[config.mk]
export PLATFORM = sky130hd
export DESIGN_NAME = branch_resolve_unit
export DESIGN_NICKNAME = d
export VERILOG_FILES = /design/src/rtl/branch_resolve_unit.sv
export SDC_FILE = /design/constraint.sdc
export NUM_CORES = 1
export LEC_CHECK = 0
export ABC_AREA = 1
export CAP_MARGIN = 10
export CORE_MARGIN = 10
export CORE_UTILIZATION = 51
export DETAILED_ROUTE_END_ITERATION = 16
export GPL_ROUTABILITY_DRIVEN = 0
export GPL_TIMING_DRIVEN = 0
export PLACE_DENSITY = 0.74
export SLEW_MARGIN = 10
export SYNTH_ARGS = -nofsm -noshare
export SYNTH_HDL_FRONTEND = slang
export SYNTH_SLANG_ARGS = --single-unit
[constraint.sdc]
create_clock -name CLK -period 6.62 [get_ports CLK]
set_clock_uncertainty 0.1 [all_clocks]
set_input_delay 0.993 -clock CLK [delete_from_list [all_inputs] [get_ports CLK]]
set_output_delay 0.993 -clock CLK [all_outputs]
set_load 0.03 [all_outputs]
[src/rtl/branch_resolve_unit.sv]
// Branch resolution unit: queues fetch-time predictions, checks them at execute and drives
// predictor updates plus mispredict flush/redirect. Optional counters under BRU_PERF_CNT_EN.
module branch_resolve_unit #(
    parameter int DEPTH   = 4,
    parameter int PENALTY = 2
) (
    input  logic        CLK,
    input  logic        nRST,
    input  logic        push_valid,
    input  logic [31:0] push_pc,
    input  logic        push_pred_taken,
    input  logic [31:0] push_pred_target,
    output logic        push_ready,
    input  logic        resolve_valid,
    input  logic        resolve_taken,
    input  logic [31:0] resolve_target,
    output logic        upd_valid,
    output logic [31:0] upd_pc,
    output logic [31:0] upd_target,
    output logic        upd_taken,
    output logic        flush,
    output logic [31:0] redirect_pc,
    output logic        busy,
    output logic        q_empty,
    output logic        resolve_err
`ifdef BRU_PERF_CNT_EN
    ,
    output logic [31:0] branch_cnt,
    output logic [31:0] mispredict_cnt
`endif
);

    typedef logic [31:0] word_t;
    typedef enum logic {IDLE, FLUSH} state_t;

    localparam int PTR_W = $clog2(DEPTH);
    localparam int CNT_W = PTR_W + 1;
    localparam int PEN_W = (PENALTY > 1) ? $clog2(PENALTY) : 1;
    localparam logic [CNT_W-1:0] FULL_CNT = CNT_W'(DEPTH);
    localparam logic [PEN_W-1:0] PEN_LOAD = PEN_W'(PENALTY - 1);

    state_t             state;
    logic [PEN_W-1:0]   pen_cnt;
    logic [PTR_W-1:0]   wr_ptr, rd_ptr, wr_n, rd_n;
    logic [CNT_W-1:0]   count, count_n;

    word_t pc_mem    [DEPTH];
    word_t tgt_mem   [DEPTH];
    logic  taken_mem [DEPTH];

    logic  push_fire_p0, pop_p0, err_p0, mispred_p0;
    word_t head_pc_p0, head_tgt_p0, correct_pc_p0, upd_tgt_p0;
    logic  head_taken_p0;

    function automatic word_t sat_inc(input word_t v);
        return (v == 32'hFFFF_FFFF) ? v : v + 32'd1;
    endfunction

    // ---- p0: resolve-cycle decisions from registered queue state ----
    always_comb begin
        push_fire_p0  = push_valid & push_ready;
        pop_p0        = resolve_valid & ~busy & (count != '0);
        err_p0        = resolve_valid & ~busy & (count == '0);
        head_pc_p0    = pc_mem[rd_ptr];
        head_tgt_p0   = tgt_mem[rd_ptr];
        head_taken_p0 = taken_mem[rd_ptr];
        mispred_p0    = pop_p0 & ((head_taken_p0 != resolve_taken) |
                                  (head_taken_p0 & resolve_taken & (head_tgt_p0 != resolve_target)));
        correct_pc_p0 = resolve_taken ? resolve_target : head_pc_p0 + 32'd4;
        upd_tgt_p0    = resolve_taken ? resolve_target : head_tgt_p0;
    end

    // A mispredict squashes everything in flight, including a same-cycle push.
    always_comb begin
        wr_n    = wr_ptr;
        rd_n    = rd_ptr;
        count_n = count;
        if (mispred_p0) begin
            wr_n    = '0;
            rd_n    = '0;
            count_n = '0;
        end else begin
            if (push_fire_p0) wr_n = wr_ptr + PTR_W'(1);
            if (pop_p0)       rd_n = rd_ptr + PTR_W'(1);
            count_n = count + CNT_W'(push_fire_p0) - CNT_W'(pop_p0);
        end
    end

    always_ff @(posedge CLK) begin
        if (push_fire_p0 && !mispred_p0) begin
            pc_mem[wr_ptr]    <= push_pc;
            tgt_mem[wr_ptr]   <= push_pred_target;
            taken_mem[wr_ptr] <= push_pred_taken;
        end
    end

    // ---- p1: registered control, FSM and update outputs ----
    always_ff @(posedge CLK or negedge nRST) begin
        if (!nRST) begin
            state       <= IDLE;
            pen_cnt     <= '0;
            busy        <= 1'b0;
            push_ready  <= 1'b1;
            q_empty     <= 1'b1;
            wr_ptr      <= '0;
            rd_ptr      <= '0;
            count       <= '0;
            upd_valid   <= 1'b0;
            flush       <= 1'b0;
            resolve_err <= 1'b0;
            upd_pc      <= '0;
            upd_target  <= '0;
            upd_taken   <= 1'b0;
            redirect_pc <= '0;
        end else begin
            wr_ptr      <= wr_n;
            rd_ptr      <= rd_n;
            count       <= count_n;
            q_empty     <= (count_n == '0);
            upd_valid   <= pop_p0;
            flush       <= mispred_p0;
            resolve_err <= err_p0;
            if (pop_p0) begin
                upd_pc     <= head_pc_p0;
                upd_taken  <= resolve_taken;
                upd_target <= upd_tgt_p0;
            end
            if (mispred_p0) redirect_pc <= correct_pc_p0;

            case (state)
                IDLE: begin
                    if (mispred_p0) begin
                        state      <= FLUSH;
                        pen_cnt    <= PEN_LOAD;
                        busy       <= 1'b1;
                        push_ready <= 1'b0;
                    end else begin
                        push_ready <= (count_n != FULL_CNT);
                    end
                end
                FLUSH: begin
                    if (pen_cnt == '0) begin
                        state      <= IDLE;
                        busy       <= 1'b0;
                        push_ready <= (count_n != FULL_CNT);
                    end else begin
                        pen_cnt <= pen_cnt - PEN_W'(1);
                    end
                end
                default: state <= IDLE;
            endcase
        end
    end

`ifdef BRU_PERF_CNT_EN
    always_ff @(posedge CLK or negedge nRST) begin
        if (!nRST) begin
            branch_cnt     <= '0;
            mispredict_cnt <= '0;
        end else begin
            if (pop_p0)     branch_cnt     <= sat_inc(branch_cnt);
            if (mispred_p0) mispredict_cnt <= sat_inc(mispredict_cnt);
        end
    end
`endif

endmodule

; Yosys cells after proc, flatten, opt, wreduce, memory -nomap -nowiden
; Memory sizes are Yosys's and may differ from the RTL's.
; Cells that the tools add are included.
[classes]
reduce_logical = 8
bitwise_logic = 10
muxes = 20
n_addsub = 6
shift = 0
n_eq_ne = 5
mul = 0
div_mod_pow = 0
order_cmp = 0
[op_table]
columns = op, count
row1 = $mux W32, 2
row2 = $add A32 B3 Y32 const B, 1
row3 = $ne A32 B32 Y1, 1
row4 = $mux W1, 9
row5 = $mux W2, 4
row6 = $pmux W1 S2, 4
row7 = $and A1 B1 Y1, 7
row8 = $logic_not A3 Y1, 2
row9 = $add A2 B1 Y2 const B, 2
row10 = $ne A2 B2 Y1 const B, 2
row11 = $reduce_bool A2 Y1, 2
row12 = $add A3 B1 Y3, 1
row13 = $mux W3, 1
row14 = $ne A3 B3 Y1 const B, 1
row15 = $reduce_bool A3 Y1, 1
row16 = $sub A3 B1 Y3, 1
row17 = $not A1 Y1, 2
row18 = $reduce_and A2 Y1, 1
row19 = $logic_and A1 B1 Y1, 1
row20 = $logic_not A1 Y1, 1
row21 = $ne A1 B1 Y1, 1
row22 = $or A1 B1 Y1, 1
row23 = $sub A1 B1 Y1 const B, 1
[totals]
ramBits = 260
mem_count = 3
romBits = 0
word_cells = 67
output_inout_bits = 103
register_bits = 112
input_bits = 102
latchBits = 0
[mem_list]
columns = name, depth, width, read_ports, rd_clocked_by_memory_dff, write_ports, line
row1 = pc_mem, 4, 32, 1, 0, 1, 47  ; word_t pc_mem [DEPTH];
row2 = tgt_mem, 4, 32, 1, 0, 1, 48  ; word_t tgt_mem [DEPTH];
row3 = taken_mem, 4, 1, 1, 0, 1, 49  ; logic taken_mem [DEPTH];

; Longest topological paths before layout
; An unclocked memory read counts as a cell.
[logic_depth]
word_depth = 9
depth_mapped = 21
depth_no_buf = 19

; Worst setup path after synthesis
; Ideal clock, no wire load.
[synth_path]
path_type = register to register
start = register rd_ptr[0]
end = memory pc_mem[0][0] in the netlist's numbering (enable)
setup_ps = 488
path_stages_with_launch = 16
required_ps = 6032
arrival_time_ps = 4882
slack_ps = 1150
period_less_slack_ps = 5470
path_buffers = 7
cell_sequence = dfrtp_1 > buf_6 > buf_8 > buf_8 > buf_8 > buf_4 > buf_2 > o21ai_0 > o22ai_1 > ha_1 > inv_1 > nand2_2 > nand2_1 > buf_4 > nand2_2 > nor2_1
[synth_via]
elab_chain_len = 9
word_cells_on_any_way = 12
classes_between = eq/ne: 2 / mux: 2 / bitwise: 4 / reduce/logical: 2 / memory: 2
[synth_lines]
columns = element, line
row1 = from (decl), 44  ; logic [PTR_W-1:0] wr_ptr, rd_ptr, wr_n, rd_n;
row2 = from (signal assigned), 117  ; rd_ptr <= rd_n;
row3 = $mem_v2 Z4 W32 or $mem_v2 Z4 W1 (tied branches), n/a
row4 = $ne A32 B32 Y1 or $and A1 B1 Y1 (tied branches), 68  ; (head_taken_p0 & resolve_taken & (head_tgt_p0 != resolve_target)));
row5 = $and A1 B1 Y1, 68
row6 = $or A1 B1 Y1 *, 67  ; mispred_p0 = pop_p0 & ((head_taken_p0 != resolve_taken) |
row7 = $and A1 B1 Y1 *, 67
row8 = $logic_not A1 Y1 *, 90  ; if (push_fire_p0 && !mispred_p0) begin
row9 = $logic_and A1 B1 Y1 *, 90
row10 = $mux W1 *, 90
row11 = $mux W1 (implied by the code) *, 91  ; pc_mem[wr_ptr] <= push_pc;
row12 = to (decl), 47
; Every way passes the cells marked *; elsewhere a longest branch is shown, timed or not.

; Worst setup path after layout
[layout_path]
start = register rd_ptr[1]
end = memory tgt_mem[3][12] in the netlist's numbering (enable)
[layout_via]
elab_chain_len = 9
word_cells_on_any_way = 12
classes_between = eq/ne: 2 / mux: 2 / bitwise: 4 / reduce/logical: 2 / memory: 2
[layout_lines]
columns = element, line
row1 = $mem_v2 Z4 W32 or $mem_v2 Z4 W1 (tied branches), n/a
row2 = $ne A32 B32 Y1 or $and A1 B1 Y1 (tied branches), 68
row3 = $and A1 B1 Y1, 68
row4 = $or A1 B1 Y1 *, 67
row5 = $and A1 B1 Y1 *, 67
row6 = $logic_not A1 Y1 *, 90
row7 = $logic_and A1 B1 Y1 *, 90
row8 = $mux W1 *, 90
row9 = $mux W1 (implied by the code) *, 92  ; tgt_mem[wr_ptr] <= push_pred_target;
row10 = to (decl), 48
; Marks and branches as above.

==> reports/qor.txt <==
outcome = completed
Crit Path Max Fanout = 25
GRT Residual Overflow = 0
HPWL Detailed = 36,600 um
delay-heaviest family, CP = buffers and inverters
gr usage total = 25.8%
Post-Route Utilization = 64.5%
startpoint types = register
Clock Latency Late Sink = 0.54 ns
RSZ-0062 raised after global routing = false
period utilization = 67.2%
top sig layer = met4
YS warnings = 0
P_int = 5.91 mW
pre-CTS setup slack = 2.00 ns
fin crit period = 4.45 ns
Met1 Wirelength = 20,000 um
worst reg2reg setup slack = 2.17 ns
worst hold slack = 0.275 ns
Max-slew headroom = 26.9%
vias in the first global route = 12.8k
crit path to = tgt_mem[3][12]$_DFFE_PP_
clock slew at reported path FFs = 0.06 ns
vias per inst = 5.80
max-cap viol count = 0
number of port buffers = 204
Worst Tran Pin Value = 1.10 ns
CP Depth = 15
Vias = 13.1k
Crit. Startpoint = rd_ptr[1]$_DFFE_PN0P_
Net Switching = 4.36 mW
Root Driver = clkbuf_16
post-synth net total = 1,682
PnR worst setup slack = 2.17 ns
Avg Cell Area, Syn = 10.3 um2
reg-to-reg endpoint = tgt_mem[3][12]$_DFFE_PP_
Sink Count = 372
Die X = 198 um
CTS tree = built
share of layout cells above drive strength 1 = 8.50%
logic gate share of total power = 45.6%
# rows = 65
I/O pin count = 205
Worst EP arrival = 4.57 ns
Synth Register Bits = 372
CP Class = reg -> reg
met3 wire len = 5840 um
CTS Buf Count = 39
Nets = 1,938
worst r2r path cells = 15
H-Tree Depth = 2
WL final = 51,100 um
Layout area overhead = 25.2%
CP Capture Type = register
drt first-iter violations = 1,659
Core Box Area = 0.0314 mm2
Hold Fails Final Rpt = 0
Seq/Total Area, Yosys = 65.6%
cell mode on critical path = buf_2
sequential power share = 33.5%
post-route ant nets = 0
Post-CTS Resized = 0
Critical Path Max Stage Delay = 0.70 ns
Critical R2R Launch = rd_ptr[1]$_DFFE_PN0P_
Clock power frac = 20.9%
PD cells = 507 mW/mm2
DRC violations left = 0
Leak = 8.18 nW
fmax = 0.225 GHz
DRT Pass-1 Iters = 7
CTS Hold Bufs = 0
Final setup viols = 0
crit-path cells = buf_2, buf_4, buf_2, buf_2, o21ai_0, o22ai_1, ha_1, inv_1, nand2_2, nand2_1, buf_4, nand2_2, nor2_4, buf_12, buf_12
Setup Buffers After CTS = 0
wire per inst = 22.6 um
largest net degree at the start of global routing = 73
first-pass GRT wire length = 76,200 um
Required @ worst endpoint = 6.74 ns
Post-Synthesis Cell Area = 0.0162 mm2
Hold Crit Class = in -> async
Synth Instances = 1,571
initial core utilization = 51.5%
Yosys cell types = 44
DIE AREA = 0.0393 mm2
Sw Share = 42.5%
number of synthesized flops with an enable pin = 260
Crit path buffers/inverters = 8
slowest stage cell, crit path = nor2_4
Die Ht = 198 um
Post-synth top flop = edfxtp_1
initial antenna violation count = 2
Synth async-reset ratio = 30.1%
CTS max path bufs = 3
met2 wire len = 23,200 um
Max IR drop VDD = 291 uV
Max Slew Vio Count = 0
==> routing by layer <==
metal  GRT usage, %  vias to the layer above
met2           40.0                      861
met1           34.0                     6256
met3           6.26                      139
met5              0                        -
li1               -                     5854
met4           11.0                        0
==> cells in the final DEF (no fill, tap or decap), types with 29 or more instances in the layout <==
cell             count
buf_2               29
inv_1               71
o21ai_0             51
dfrtp_1            110
nand2_1            549
edfxtp_1           260
a21oi_1             36
clkdlybuf4s50_1    203
clkbuf_1            32
nor2_1              82
clkbuf_16           39
nand3_1            200
==> cells by family (layout without fill, tap and decap cells) <==
kind of cell / count (synthesis) / count (layout) / synth area share (%)
and+or+nand+nor: 876 / 876 / 22.7
DFF: 372 / 372 / 65.6
buffers and inverters: 151 / 438 / 4.65
AOI/OAI and AO/OA: 147 / 147 / 5.48
xor gates and xnor gates: 16 / 16 / 0.866
adders and majority gates: 9 / 9 / 0.742
other: 0 / 1 / 0
==> layout make-up <==
class,instances,area (um2)
Fill cell,2407,11100
Clock inverter,20,188
Clock buffer,52,1060
Sequential cell,372,10600
Inverter,77,292
Buffer,74,462
Tap cell,402,503
Antenna cell,1,2.50
Multi-Input combinational cell,1048,4850
Timing Repair Buffer,215,2290
==> state kept, by name, summed over array words and instances, names as in the netlist <==
name / cells
redirect_pc: 32
upd_target: 32
upd_taken: 1
push_ready: 1
upd_valid: 1
flush: 1
tgt_mem: 128
state: 1
upd_pc: 32
taken_mem: 4
count: 3
resolve_err: 1
busy: 1
rd_ptr: 2
pc_mem: 128
q_empty: 1
pen_cnt: 1
wr_ptr: 2
==> power groups by stage <==
| stage | logic [mW] | registers [mW] | clock network (mW) |
|---|---|---|---|
| after floorplan | 2.21 | 3.98 | 0 |
| after global placement | 4.41 | 3.51 | 0 |
| after detailed placement | 4.60 | 3.47 | 0 |
| after CTS | 4.64 | 3.43 | 2.16 |
| after global routing | 5.06 | 3.48 | 2.26 |
| final | 4.69 | 3.44 | 2.15 |
==> synthesized netlist by cell type, types with 6 or more instances <==
| cell type | n | share of area, % |
|---|---|---|
| o21ai_1 | 9 | 0.28 |
| o21ai_0 | 51 | 1.6 |
| o221ai_1 | 16 | 0.87 |
| o21a_1 | 15 | 0.70 |
| nand2_2 | 7 | 0.27 |
| nor2_2 | 10 | 0.39 |
| a21oi_1 | 36 | 1.1 |
| clkbuf_1 | 23 | 0.53 |
| edfxtp_1 | 260 | 48 |
| buf_4 | 6 | 0.28 |
| inv_1 | 71 | 1.6 |
| nor2_1 | 86 | 2.0 |
| nand3_1 | 200 | 6.2 |
| buf_2 | 29 | 0.90 |
| ha_1 | 8 | 0.62 |
| nand2_1 | 549 | 13 |
| buf_6 | 7 | 0.49 |
| nand4_1 | 8 | 0.31 |
| xor2_1 | 14 | 0.76 |
| dfrtp_1 | 110 | 17 |
==> worst min-delay path by stage <==
stage | start | slack [ns] | endpoint
6_report | nRST | 0.27 | upd_pc[24]$_DFFE_PN0P_
5_1_grt | nRST | 0.30 | upd_pc[19]$_DFFE_PN0P_
3_3_place_gp | state$_DFF_PN0_ | 0.36 | pen_cnt$_DFFE_PN0P_
2_1_floorplan | state$_DFF_PN0_ | 0.35 | pen_cnt$_DFFE_PN0P_
3_5_place_dp | redirect_pc[21]$_DFFE_PN0P_ | 0.37 | redirect_pc[21]$_DFFE_PN0P_
4_1_cts | nRST | 0.29 | upd_pc[10]$_DFFE_PN0P_
==> metrics by stage <==
step	area (um2)	instances	total power [mW]	setup TNS (ns)
3_5_place_dp	19000	2188	8.07	0
4_1_cts	20300	2260	10.2	0
6_report	20300	2261	10.3	0
3_3_place_gp	18700	2177	7.92	-518.87
2_1_floorplan	16200	1571	6.19	0
5_1_grt	20300	2261	10.8	0
No activity file was read; power rests on OpenSTA's default activity.
==> RTL change 1: new RTL, config.mk and constraints unchanged <==
The option `BRU_PERF_CNT_EN` is turned on by a define.
--- a/src/rtl/branch_resolve_unit.sv
+++ b/src/rtl/branch_resolve_unit.sv
@@ -1,4 +1,6 @@
 // Branch resolution unit: queues fetch-time predictions, checks them at execute and drives
 // predictor updates plus mispredict flush/redirect. Optional counters under BRU_PERF_CNT_EN.
+`define BRU_PERF_CNT_EN
+
 module branch_resolve_unit #(
     parameter int DEPTH   = 4,
Behaviour (old outputs only; new: branch_cnt and mispredict_cnt): no difference found for any inputs over 4 cycles, from zero or initial values and one cycle with nRST low; that may be too few to reach the edited logic, so the function may still have changed.
==> RTL change 1 against the unedited design <==
Synthesized area rose by 21%. Critical endpoint is now tgt_mem[0][7]$_DFFE_PP_. Count of clock-buffer cells in the layout rose by 22. Total power rose by 11%. Cell area rose by 23%. Non-clock buffer count rose by 75. Sequential cell count rose by 64. Routed wire length rose by 21%. Worst setup slack improved by 0.054 ns. Maximum frequency rose by 1.2%. Highest routed layer is now met5.
==> RTL change 1: results <==
metrics = {
    "outcome": {
        "status": "completed",
    },
    "grt": {
        "grt_max_degree": 101,
        "grtUsageTotal_pct": 26.04,
        "antenna_found_initial": 3,
        "grt_pass1_wl_um": 94500,
        "first_global_vias": 16258,
    },
    "route": {
        "wl_um": 62060,
        "vias_per_cell": 5.652,
        "dr.first_iter.drc_count": 1638,
        "drt-wirelength-per-cell_um": 21.39,
        "dr.pass1.iters": 6,
    },
    "clock_tree": {
        "cts_root_buf": "clkbuf_16",
        "worst_skew_pair.late_latency_ns": 0.59,
        "cts_max_level": 2,
        "numCtsBuffers": 46,
    },
    "critical_path": {
        "r2r_slack_ns": 2.23,
        "crit_family": "buffers and inverters",
        "cpPeakStageDelay_ns": 0.56,
        "cp_max_fo": 21,
        "reg2reg_depth": 14,
        "regToRegEndpoint": "tgt_mem[0][7]$_DFFE_PP_",
        "arrival_ns": 4.56,
    },
    "synthesis": {
        "synth_cell_types": 45,
        "post_synth.cell_area_avg_um2": 9.722,
        "yosys-top-cells-area": "edfxtp_1 (40%), dfrtp_1 (22%), nand2_1 (13%)",
        "synth_common_cells": "nand2_1 (700), edfxtp_1 (260), nand3_1 (252)",
        "synth_async_sr_flop_share_pct": 40.37,
        "synth_nets": 2135,
        "ys_seq_area_share_pct": 62.13,
    },
    "final_layout": {
        "nets": 2464,
        "n_fill_cell": 2945,
        "drive_above_1_share_pct": 6.907,
    },
    "placed_design": {
        "io_buffers": 268,
        "placed_cell_area_mm2": 0.02333,
        "dp_hpwl_um": 45130,
        "dp.cells": 2814,
    },
    "timing": {
        "relSlewSlack_pct": 37.67,
    },
    "power_and_ir_drop": {
        "peakVddDrop_uv": 330.7,
        "cellLeakagePower_uw": 0.01028,
    },
}
RTL change 1: cell types whose count changed after synthesis, sizes merged, moves of 21 or more:
cell / unedited run / this run
dfrtp: 110 / 174
nand2: 556 / 707
xor2: 14 / 54
xnor2: 2 / 23
nor3: 6 / 29
inv: 77 / 110
nand3: 202 / 254
nor2: 98 / 142
RTL change 1: metrics by stage:
| stage | setup slack, ns | power, uW | hold slack [ns] | utilization [%] |
|---|---|---|---|---|
| global placement | -3.200 | 8602 | 0.3556 | 60.72 |
| global route | 2.113 | 11970 | 0.3918 | 65.66 |
| CTS | 2.297 | 11380 | 0.3778 | 65.66 |
| detailed placement | 2.174 | 8785 | 0.3644 | 61.66 |
| floorplan | 1.307 | 6758 | 0.3451 | - |
| finish | 2.228 | 11410 | 0.3391 | 65.66 |
RTL change 1: routing by layer:
metal  share of wire, %  vias to the layer above  wire, um  global-route usage, %
li1                   -                     7433         -                      -
met1                 39                     7882     24310                  33.12
met2                 47                      918     28860                  41.70
met3                 11                      159      6680                  7.019
met4                3.5                        4      2196                  10.28
met5              0.024                        -        15                      0
RTL change 1: cell families (layout without fill, tap and decap cells):
group,after synthesis,after routing,share of synthesized area [%]
simple gates,1166,1166,24.93
flops,436,436,62.13
buf+inv,195,562,4.704
xor+xnor,77,77,3.431
compound gates,137,137,4.061
fa+ha+maj,11,11,0.7383
other cells,0,1,0
RTL change 1: cell type report:
cell class / count / area share (%)
plain buffers: 83 / 2.019
clock inverters: 12 / 0.6193
repair buffers: 281 / 12.10
multi-input cells: 1391 / 26.35
inverters: 112 / 1.702
flip-flops and latches: 436 / 49.15
well taps: 511 / 2.573
diodes: 1 / 0.01007
clock buffers: 74 / 5.463
RTL change 1: power breakdown:
part           internal [uW]  switching [uW]
sequential              3540             359
clock                   1520            1070
combinational           1620            3300
total                   6680            4730
==> RTL change 2: new RTL, same flow settings <==
Made on the original files. Register the output `redirect_pc` once more; this adds one clock of latency there. The other outputs are not delayed to match.
--- a/src/rtl/branch_resolve_unit.sv
+++ b/src/rtl/branch_resolve_unit.sv
@@ -39,4 +39,6 @@
     localparam logic [CNT_W-1:0] FULL_CNT = CNT_W'(DEPTH);
     localparam logic [PEN_W-1:0] PEN_LOAD = PEN_W'(PENALTY - 1);
+
+    logic [31:0] redirect_pc_s0;
 
     state_t             state;
@@ -112,5 +114,5 @@
             upd_target  <= '0;
             upd_taken   <= 1'b0;
-            redirect_pc <= '0;
+            redirect_pc_s0 <= '0;
         end else begin
             wr_ptr      <= wr_n;
@@ -126,5 +128,5 @@
                 upd_target <= upd_tgt_p0;
             end
-            if (mispred_p0) redirect_pc <= correct_pc_p0;
+            if (mispred_p0) redirect_pc_s0 <= correct_pc_p0;
 
             case (state)
@@ -165,4 +167,8 @@
 `endif
 
+    always_ff @(posedge CLK) begin
+        redirect_pc <= redirect_pc_s0;
+    end
+
 endmodule
 
Formal check against the unedited RTL: not equivalent (Yosys sat finds a counterexample within 4 cycles, from zero or initial values and one cycle with nRST low).
==> RTL change 2 against the unedited design <==
Worst setup slack worse by 0.094 ns. Routed wire length is 0.27% higher. Cell count is 2.1% higher. Cell area is 3.4% higher. Non-clock buffer count is 1 lower. Synthesized area is 3.8% higher. Total power is 2.5% higher. Sequential cell count is 32 higher. Largest power group unchanged.
==> RTL change 2: results <==
metrics = {
    "outcome": {
        "status": "completed",
    },
    "synthesis": {
        "ys_seq_area_share_pct": 66.99,
        "synth_async_sr_flop_share_pct": 27.72,
        "synth_common_cells": "nand2_1 (560), edfxtp_1 (260), nand3_1 (206)",
        "synth_ff_type": "edfxtp_1",
        "synth_edf_count": 260,
        "synth_cell_types": 50,
        "synth_nets": 1688,
        "ys_warn_count": 0,
        "yosys-top-cells-area": "edfxtp_1 (46%), dfrtp_1 (16%), nand2_1 (13%)",
    },
    "clock_tree": {
        "cts_setup_buffers": 0,
        "worst_skew_pair.late_latency_ns": 0.54,
        "ctsResizeCount": 0,
        "cts_max_level": 2,
        "cts_root_buf": "clkbuf_16",
        "clk_pin_slew_worst_paths_ns": 0.07,
        "numCtsBuffers": 40,
        "cts_buffer_depth": 3,
    },
    "route": {
        "dr.pass1.iters": 6,
        "wl_um": 51250,
        "dr.first_iter.drc_count": 1391,
        "antenna_left": 0,
        "vias": 13050,
    },
    "critical_path": {
        "cp_num_cells": 14,
        "crit_start": "rd_ptr[1]$_DFFE_PN0P_",
        "cpPeakStageDelay_ns": 0.71,
        "crit_family": "buffers and inverters",
        "crit_slowest_cell": "nor2_4",
        "cp_max_fo": 25,
        "regToRegEndpoint": "pc_mem[0][8]$_DFFE_PP_",
        "setup.worst_path.end_class": "register",
    },
    "placed_design": {
        "io_buffers": 204,
        "placed_cell_area_mm2": 0.01972,
        "dp_hpwl_um": 37000,
        "pre_cts_slack_ns": 1.779,
    },
    "final_layout": {
        "n_fill_cell": 2497,
        "reg.largest.list": "pc_mem (128), tgt_mem (128)",
        "nets": 1946,
        "drive_above_1_share_pct": 8.901,
    },
    "power_and_ir_drop": {
        "switchingPower_uw": 4401,
        "peakVddDrop_uv": 285.6,
        "powerSeq_uw": 3750,
        "p_comb_uw": 4630,
        "cellLeakagePower_uw": 0.008416,
    },
    "grt": {
        "grtUsageTotal_pct": 24.32,
        "grt_max_degree": 66,
        "antenna_found_initial": 4,
        "grt_pass1_wl_um": 75600,
        "grt_overflow": 0,
    },
    "timing": {
        "worst_slack_ns": 2.081,
        "tightestPinTransition_ns": 0.9719,
    },
    "hold_path": {
        "hold_path.class": "register to register",
    },
}
[RTL change 2: changes by cell type after synthesis, moves of 9 or more]
| cell | before | now |
|---|---|---|
| nand2_1 | 549 | 560 |
| dfxtp_1 | 0 | 32 |
| buf_6 | 7 | 16 |
| inv_1 | 71 | 60 |
| nor2_1 | 86 | 68 |
| buf_2 | 29 | 20 |
| a21oi_1 | 36 | 17 |
[RTL change 2: routing by layer]
| metal | wire length (um) | share of wire, % | GRT usage [%] |
|---|---|---|---|
| met1 | 19910 | 39 | 31.46 |
| met5 | 23 | 0.045 | 0 |
| met4 | 2049 | 4.0 | 10.63 |
| met2 | 23790 | 46 | 38.36 |
| met3 | 5480 | 11 | 5.928 |
[RTL change 2: metrics by stage]
step | cells | util (%) | total power, uW | TNS (ns)
6_report | 2309 | 64.39 | 10540 | 0
5_1_grt | 2308 | 64.39 | 11020 | 0
4_1_cts | 2307 | 64.38 | 10490 | 0
3_5_place_dp | 2235 | 60.60 | 8349 | 0
3_3_place_gp | 2223 | 59.60 | 8204 | -530.17
2_1_floorplan | 1577 | - | 6480 | 0
[RTL change 2: area by class of cell]
type	count	share of cell area, %
Antenna cell	2	0.02389
Tap cell	442	2.640
Multi-Input combinational cell	1036	23.23
Sequential cell	404	53.71
Buffer	72	2.198
Inverter	65	1.176
Timing Repair Buffer	216	11.15
Clock buffer	53	5.339
Clock inverter	19	0.5315
[RTL change 2: cell families (layout without fill, tap and decap cells)]
logic type / Yosys count / in the layout / share of synthesized area (%)
flops: 404 / 404 / 66.99
xor+xnor: 13 / 13 / 0.6778
other cells: 0 / 2 / 0
compound gates: 129 / 129 / 4.886
buf+inv: 137 / 425 / 4.209
fa+ha+maj: 9 / 9 / 0.7151
simple gates: 885 / 885 / 22.52
[RTL change 2: how the worst min path moves through the flow]
| stage | startpoint | endpoint | slack, ns | cells past startpoint |
|---|---|---|---|---|
| after CTS | redirect_pc_s0[9]$_DFFE_PN0P_ | redirect_pc[9]$_DFF_P_ | 0.27 | 0 |
| after floorplan | redirect_pc_s0[12]$_DFFE_PN0P_ | redirect_pc[12]$_DFF_P_ | 0.25 | 0 |
| after global placement | redirect_pc_s0[3]$_DFFE_PN0P_ | redirect_pc[3]$_DFF_P_ | 0.25 | 0 |
| after global routing | redirect_pc_s0[2]$_DFFE_PN0P_ | redirect_pc[2]$_DFF_P_ | 0.28 | 0 |
| after detailed placement | redirect_pc_s0[9]$_DFFE_PN0P_ | redirect_pc[9]$_DFF_P_ | 0.26 | 0 |
| final | redirect_pc_s0[9]$_DFFE_PN0P_ | redirect_pc[9]$_DFF_P_ | 0.27 | 0 |
